===== src/rtl/bh_cmd_sequencer.sv =====
// Host-bus command sequencer: queues commands written over an async 8-bit bus and
// hands them one at a time to a payload. Optional WAIT_DONE timeout: BH_CMD_TIMEOUT_EN.
module bh_cmd_sequencer #(
  parameter logic [15:0] ID_MAJOR    = 16'h0000,
  parameter logic [7:0]  ID_MINOR    = 8'h00,
  parameter int          CMD_W       = 4,
  parameter int          FIFO_DEPTH  = 4,
  parameter int          OSC_MHZ     = 24,
  parameter int          TIMEOUT_CYC = 24000
) (
  input  logic             osc,
  input  logic             rst_n,
  input  logic [7:0]       bus_data_in,
  output logic [7:0]       bus_data_out,
  output logic             bus_data_oe,
  input  logic             bus_ale,
  input  logic             bus_write,
  input  logic             bus_read,
  output logic             cmd_valid,
  output logic [CMD_W-1:0] cmd_nr,
  output logic [7:0]       cmd_arg,
  input  logic             cmd_done,
  input  logic [7:0]       cmd_result,
  input  logic [11:0]      cmd_delay_us
);

`ifdef BH_CMD_TIMEOUT_EN
  localparam bit TMO_EN = 1'b1;
`else
  localparam bit TMO_EN = 1'b0;
`endif

  localparam int PW    = (FIFO_DEPTH > 1) ? $clog2(FIFO_DEPTH) : 1;
  localparam int CW    = PW + 1;
  localparam int EW    = CMD_W + 8;
  localparam int DLY_W = $clog2(OSC_MHZ * 4095);
  localparam int TW    = $clog2(TIMEOUT_CYC + 1);

  typedef enum logic [1:0] {IDLE, WAIT_DONE, DELAY} state_t;

  state_t             state_q, state_d;
  logic [2:0]         ale_s_q, ale_s_d, wr_s_q, wr_s_d, rd_s_q, rd_s_d;
  logic [7:0]         addr_q, addr_d, arg_q, arg_d, result_q, result_d;
  logic [7:0]         dout_q, dout_d;
  logic               rd_pend_q, rd_pend_d, oe_q, oe_d;
  logic               ovf_q, ovf_d, tmo_flag_q, tmo_flag_d;
  logic [EW-1:0]      fifo_q [FIFO_DEPTH];
  logic [EW-1:0]      fifo_d [FIFO_DEPTH];
  logic [PW-1:0]      wr_ptr_q, wr_ptr_d, rd_ptr_q, rd_ptr_d;
  logic [CW-1:0]      count_q, count_d;
  logic [CMD_W-1:0]   cmd_nr_q, cmd_nr_d;
  logic [7:0]         cmd_arg_q, cmd_arg_d;
  logic [DLY_W-1:0]   dly_q, dly_d;
  logic [TW-1:0]      tmo_cnt_q, tmo_cnt_d;

  logic               ale_fall, wr_rise, rd_fall, rd_hi;
  logic               full, empty, push, push_ok, pop;
  logic [7:0]         status;

  // Stage [0] and [1] form the synchroniser; [2] is the previous synced value.
  assign ale_s_d  = {ale_s_q[1:0], bus_ale};
  assign wr_s_d   = {wr_s_q[1:0], bus_write};
  assign rd_s_d   = {rd_s_q[1:0], bus_read};
  assign ale_fall = ~ale_s_q[1] & ale_s_q[2];
  assign wr_rise  = wr_s_q[1] & ~wr_s_q[2];
  assign rd_fall  = ~rd_s_q[1] & rd_s_q[2];
  assign rd_hi    = rd_s_q[1];

  assign full   = (count_q == CW'(FIFO_DEPTH));
  assign empty  = (count_q == '0);
  assign status = {4'(count_q), tmo_flag_q, ovf_q, full,
                   (state_q != IDLE) || !empty};

  assign cmd_valid    = (state_q == WAIT_DONE);
  assign cmd_nr       = cmd_nr_q;
  assign cmd_arg      = cmd_arg_q;
  assign bus_data_out = dout_q;
  // Drop the drive enable combinationally as soon as the synced strobe returns high.
  assign bus_data_oe  = oe_q & ~rd_hi & addr_q[4];

  always_comb begin
    addr_d     = addr_q;
    arg_d      = arg_q;
    result_d   = result_q;
    dout_d     = dout_q;
    rd_pend_d  = 1'b0;
    oe_d       = oe_q;
    ovf_d      = ovf_q;
    tmo_flag_d = tmo_flag_q;
    fifo_d     = fifo_q;
    wr_ptr_d   = wr_ptr_q;
    rd_ptr_d   = rd_ptr_q;
    state_d    = state_q;
    cmd_nr_d   = cmd_nr_q;
    cmd_arg_d  = cmd_arg_q;
    dly_d      = dly_q;
    tmo_cnt_d  = tmo_cnt_q;
    push       = 1'b0;
    pop        = 1'b0;

    if (ale_fall) addr_d = bus_data_in;

    if (wr_rise) begin
      case (addr_q)
        8'h10:   arg_d = bus_data_in;
        8'h11:   push  = 1'b1;
        8'h12: begin
          ovf_d      = 1'b0;
          tmo_flag_d = 1'b0;
        end
        default: ;
      endcase
    end

    if (rd_fall) begin
      case (addr_q)
        8'h10:   dout_d = status;
        8'h11:   dout_d = result_q;
        8'hFD:   dout_d = ID_MAJOR[7:0];
        8'hFE:   dout_d = ID_MAJOR[15:8];
        8'hFF:   dout_d = ID_MINOR;
        default: dout_d = 8'h00;
      endcase
      rd_pend_d = addr_q[4];
    end

    if (rd_hi)          oe_d = 1'b0;
    else if (rd_pend_q) oe_d = 1'b1;

    case (state_q)
      IDLE: begin
        tmo_cnt_d = '0;
        if (!empty) begin
          pop       = 1'b1;
          cmd_nr_d  = fifo_q[rd_ptr_q][EW-1:8];
          cmd_arg_d = fifo_q[rd_ptr_q][7:0];
          state_d   = WAIT_DONE;
        end
      end
      WAIT_DONE: begin
        if (cmd_done) begin
          result_d = cmd_result;
          if (cmd_delay_us != 12'd0) begin
            dly_d   = DLY_W'(OSC_MHZ) * DLY_W'(cmd_delay_us) - DLY_W'(1);
            state_d = DELAY;
          end else begin
            state_d = IDLE;
          end
        end else if (TMO_EN && tmo_cnt_q == TW'(TIMEOUT_CYC - 1)) begin
          result_d   = 8'hEE;
          tmo_flag_d = 1'b1;
          state_d    = IDLE;
        end else begin
          tmo_cnt_d = tmo_cnt_q + TW'(1);
        end
      end
      DELAY: begin
        if (dly_q == '0) state_d = IDLE;
        else             dly_d   = dly_q - DLY_W'(1);
      end
      default: state_d = IDLE;
    endcase

    // A pop frees no slot for a push in the same cycle: full means drop.
    push_ok = push & ~full;
    if (push & full) ovf_d = 1'b1;
    if (push_ok) begin
      fifo_d[wr_ptr_q] = {bus_data_in[CMD_W-1:0], arg_q};
      wr_ptr_d         = wr_ptr_q + PW'(1);
    end
    if (pop) rd_ptr_d = rd_ptr_q + PW'(1);
    count_d = count_q + CW'(push_ok) - CW'(pop);
  end

  always_ff @(posedge osc or negedge rst_n) begin
    if (!rst_n) begin
      state_q    <= IDLE;
      ale_s_q    <= 3'b000;
      wr_s_q     <= 3'b000;
      rd_s_q     <= 3'b111;
      addr_q     <= 8'h00;
      arg_q      <= 8'h00;
      result_q   <= 8'h00;
      dout_q     <= 8'h00;
      rd_pend_q  <= 1'b0;
      oe_q       <= 1'b0;
      ovf_q      <= 1'b0;
      tmo_flag_q <= 1'b0;
      for (int i = 0; i < FIFO_DEPTH; i++) fifo_q[i] <= '0;
      wr_ptr_q   <= '0;
      rd_ptr_q   <= '0;
      count_q    <= '0;
      cmd_nr_q   <= '0;
      cmd_arg_q  <= 8'h00;
      dly_q      <= '0;
      tmo_cnt_q  <= '0;
    end else begin
      state_q    <= state_d;
      ale_s_q    <= ale_s_d;
      wr_s_q     <= wr_s_d;
      rd_s_q     <= rd_s_d;
      addr_q     <= addr_d;
      arg_q      <= arg_d;
      result_q   <= result_d;
      dout_q     <= dout_d;
      rd_pend_q  <= rd_pend_d;
      oe_q       <= oe_d;
      ovf_q      <= ovf_d;
      tmo_flag_q <= tmo_flag_d;
      for (int i = 0; i < FIFO_DEPTH; i++) fifo_q[i] <= fifo_d[i];
      wr_ptr_q   <= wr_ptr_d;
      rd_ptr_q   <= rd_ptr_d;
      count_q    <= count_d;
      cmd_nr_q   <= cmd_nr_d;
      cmd_arg_q  <= cmd_arg_d;
      dly_q      <= dly_d;
      tmo_cnt_q  <= tmo_cnt_d;
    end
  end

endmodule


===== config.mk =====
export PLATFORM = sky130hd
export DESIGN_NAME = bh_cmd_sequencer
export DESIGN_NICKNAME = d
export VERILOG_FILES = /design/src/rtl/bh_cmd_sequencer.sv
export SDC_FILE = /design/constraint.sdc
export NUM_CORES = 1
export LEC_CHECK = 0
export BUFFER_PORTS_ARGS = -buffer_cell sky130_fd_sc_hd__clkbuf_2
export CELL_PAD_IN_SITES_DETAIL_PLACEMENT = 1
export CELL_PAD_IN_SITES_GLOBAL_PLACEMENT = 1
export CORE_ASPECT_RATIO = 0.8
export CORE_UTILIZATION = 44
export DETAILED_ROUTE_END_ITERATION = 6
export GPL_ROUTABILITY_DRIVEN = 0
export GPL_TIMING_DRIVEN = 0
export PLACE_DENSITY = 0.88
export SLEW_MARGIN = 20
export SYNTH_ARGS = -nofsm -noshare
export SYNTH_HDL_FRONTEND = slang
export SYNTH_SLANG_ARGS = --single-unit

===== constraint.sdc =====
create_clock -name osc -period 2.7 [get_ports osc]
set_input_delay 0.27 -clock osc [delete_from_list [all_inputs] [get_ports osc]]
set_output_delay 0.27 -clock osc [all_outputs]
set_load 0.02 [all_outputs]

==> results.json <==
{
  "outcome": "finished with violations",
  "violations": "design-rule violations, negative setup slack",
  "crit_buf_inv": 0,
  "grt_max_degree": 101,
  "insertion_delay_ns": 0.42,
  "path_clk_slew_ns": 0.06,
  "combPwrFrac": 0.299,
  "yosys.area.top_type": "dfrtp_1",
  "synth_top_family_by_area": "multiplexers",
  "max_slew_margin": 0.3709,
  "synth_area_leaders": "dfrtp_1, mux2_2, ha_1",
  "clock_sinks": 130,
  "antenna_found_initial": 0,
  "synth_xor_area_frac": 0.02931,
  "worst_pin_slew_ns": 0.9436,
  "reg2reg_slack_ns": -0.002,
  "synth_edf_count": 0,
  "async_flop_share": 1.000,
  "fin_util": 0.5556,
  "p_sw_frac": 0.3558,
  "drv_cap": 0,
  "via_count": 5051,
  "timing.hold.ws_ns": 0.08131,
  "synth-compound-area-share": 0.08811,
  "synth_cell_types": 58,
  "area_growth_pct": 22.06,
  "core-area_mm2": 0.01444,
  "initial_core_util": 0.4552,
  "cts-root-buf": "clkbuf_16",
  "die_w_um": 138.7,
  "rsz0062_at_grt": "yes",
  "viasPerCell": 5.963,
  "crit_arrival_ns": 2.98,
  "htreeDepth": 4,
  "fmax_ghz": 0.3701,
  "power.total_mw": 7.191,
  "syn-num-nets": 618,
  "cp_slowest_stage_delay_ns": 0.54,
  "io_buffers": 55,
  "setup_ws_ns": -0.001716,
  "skew_ns": 0.005825,
  "setup.worst_path.start": "dly_q[2]",
  "dr.pass1.iters": 7,
  "cpMaxStageDelayCell": "or4_4",
  "postSynthAreaPerCell_um2": 11.83,
  "path_cells": "nor4_4, nand3_2, or4_4, o21ai_4, a22oi_4, a21boi_0, o22ai_1, a21oi_1",
  "yosysWarnings": 0,
  "dieArea_mm2": 0.01544,
  "worstPathRequired_ns": 2.98,
  "setup_viol": 1,
  "yosys.area_share.simple": 0.1081,
  "period_share": 1.001,
  "worstReg2RegStart": "dly_q[2]",
  "p_per_area_mw_per_mm2": 896.0,
  "first_iter_violations": 336,
  "grt_usage": 0.2677,
  "io_pins": 56,
  "synth_fa_ha_area_frac": 0.05557,
  "ant_nets": 0,
  "synth_area_mm2": 0.006575,
  "drive_gt1_frac": 0.3725,
  "synth.most_common_cell": "dfrtp_1",
  "start_kind": "register",
  "place_hpwl_um": 12100,
  "syn_inst": 556,
  "r2r_cells": 8,
  "seq_area_mm2": 0.003257,
  "cp-end-kind": "register",
  "r2r-end": "dly_q[11]",
  "finalWirelength_um": 19950,
  "drv_slew": 0,
  "max-vdd-ir-drop_mv": 0.3746,
  "clockBufferDepth": 2,
  "multi_input_area_mm2": 0.003269,
  "crit_cells": 8,
  "synthMuxAreaShare": 0.1933,
  "crit_fanout": 9,
  "die-height_um": 111.3,
  "leakage_nw": 3.657,
  "crit_type": "reg2reg",
  "hp-class": "in2reg",
  "tritoncts": "built",
  "rows": 39,
  "ys_seq_area_frac": 0.4953,
  "dpl.cell_count": 796,
  "drc": 6,
  "routedWlPerCell_um": 23.55,
  "crit_family": "simple AND/OR/NAND/NOR gates",
  "diodes": 0,
  "synth-main-ff-cell": "dfrtp_1",
  "grt_pass1_wl_um": 31160,
  "internal_power_mw": 4.632,
  "clockPowerShare": 0.324,
  "grt_pass1_vias": 5476,
  "synth_seq_cells": 130,
  "crit_end": "dly_q[11]",
  "synth_top_area_frac": 0.4833,
  "hold_violations": 0,
  "p_switching_mw": 2.558,
  "layout.nets": 712,
  "period_needed_ns": 2.702,
  "globalRoute.totalOverflow": 0,
  "synth_commonest_cells": "dfrtp_1, mux2_2, nand2_1, a21oi_1, inv_1",
  "seqPwrFrac": 0.377,
  "cts_buffers": 17,
  "final_cells": 847,
  "fillers": 1489
}
-- layout make-up --
type,instances,share of cell area
Buffer,19,0.01013
Inverter,28,0.01388
Tap cell,184,0.02869
Sequential cell,130,0.4058
Multi-Input combinational cell,376,0.4074
Clock inverter,13,0.01699
Clock buffer,19,0.05644
Timing Repair Buffer,78,0.06065
-- sequential cells by signal, summed over array words and instances, names as in the netlist --
signal	count
addr_q	8
ale_s_q	3
arg_q	8
bus_data_out	8
cmd_arg	8
cmd_nr	4
count_q	3
dly_q	17
fifo_q	48
oe_q	1
ovf_q	1
rd_pend_q	1
rd_ptr_q	2
rd_s_q	3
result_q	8
state_q	2
wr_ptr_q	2
wr_s_q	3
-- metal layers --
layer	track usage	wire length, um	vias to the layer above
li1	-	-	2182
met1	0.3338	8270	2658
met2	0.4572	10280	165
met3	0.05333	856	46
met4	0.1148	546	0
met5	0	0	-
-- repair_timing --
item,in CTS,in global routing
endpoints found under the hold margin,33,0
setup buffers,5,13
pin swaps,9,14
hold buffers,4,0
setup endpoints to repair,52,19
resized for setup,15,18
-- through the flow --
| step | cell area, um^2 | setup TNS, ns | worst slack (ns) |
|---|---|---|---|
| final | 8025 | -0.001716 | -0.001716 |
| after global routing | 8025 | -1.030 | -0.06656 |
| after CTS | 7848 | 0 | 0.006334 |
| after detailed placement | 7117 | -2.759 | -0.5046 |
| after global placement | 7081 | -63.08 | -0.4968 |
| after floorplan | 6575 | 0 | 0.02597 |
-- worst min-delay path by stage --
stage,from,endpoint,depth (start not counted)
finish,cmd_result[6],result_q[6],2
global route,cmd_result[6],result_q[6],2
CTS,cmd_result[6],result_q[6],2
detailed placement,rst_n,cmd_arg[3],1
global placement,ale_s_q[0],ale_s_q[1],0
floorplan,rst_n,addr_q[0],0
-- placed cells by master, fill, tap and decap left out, types with 5 or more instances in the layout --
cell type   netlist  routed
inv_1            28      24
a21oi_1          31      30
nand2_1          45      44
o22ai_1           5       5
buf_4             0      18
nand2b_1          8       7
xor2_1            7       7
mux2_2           84      84
nand3_1          13      13
clkbuf_1         14      13
o21ai_0          22      21
xnor2_1          15      11
clkinvlp_4        0       5
mux4_2           12      12
o31ai_1           7       7
ha_1             26      24
nor3_1            9       7
nor2_1           23      22
clkbuf_16         0      17
clkbuf_2          0      54
and3_1            6       5
dfrtp_1         127     127
-- kinds of logic (layout without fill, tap and decap cells) --
logic type | Yosys count | in the layout
buffers and inverters | 50 | 157
AOI/OAI and AO/OA | 89 | 89
muxes | 101 | 101
DFF | 130 | 130
adders and majority gates | 28 | 28
and+or+nand+nor | 136 | 136
xor gates and xnor gates | 22 | 22
-- power by group through the flow --
stage                     sequential (mW)  combinational, mW  clock, mW
after floorplan                      2.61               1.30          0
after global routing                 2.75               2.31       2.42
final                                2.71               2.15       2.33
after global placement               2.62               1.71          0
after detailed placement             2.68               1.87          0
after CTS                            2.68               1.99       2.33
-- worst register-to-register path, cell delays in order (launching register included) --
cell      delay [ns]
dfrtp_1         0.49
nor4_4          0.39
nand3_2         0.19
or4_4           0.55
o21ai_4         0.29
a22oi_4         0.15
a21boi_0        0.19
o22ai_1         0.22
a21oi_1         0.09
(Power assumes the default switching activity.)
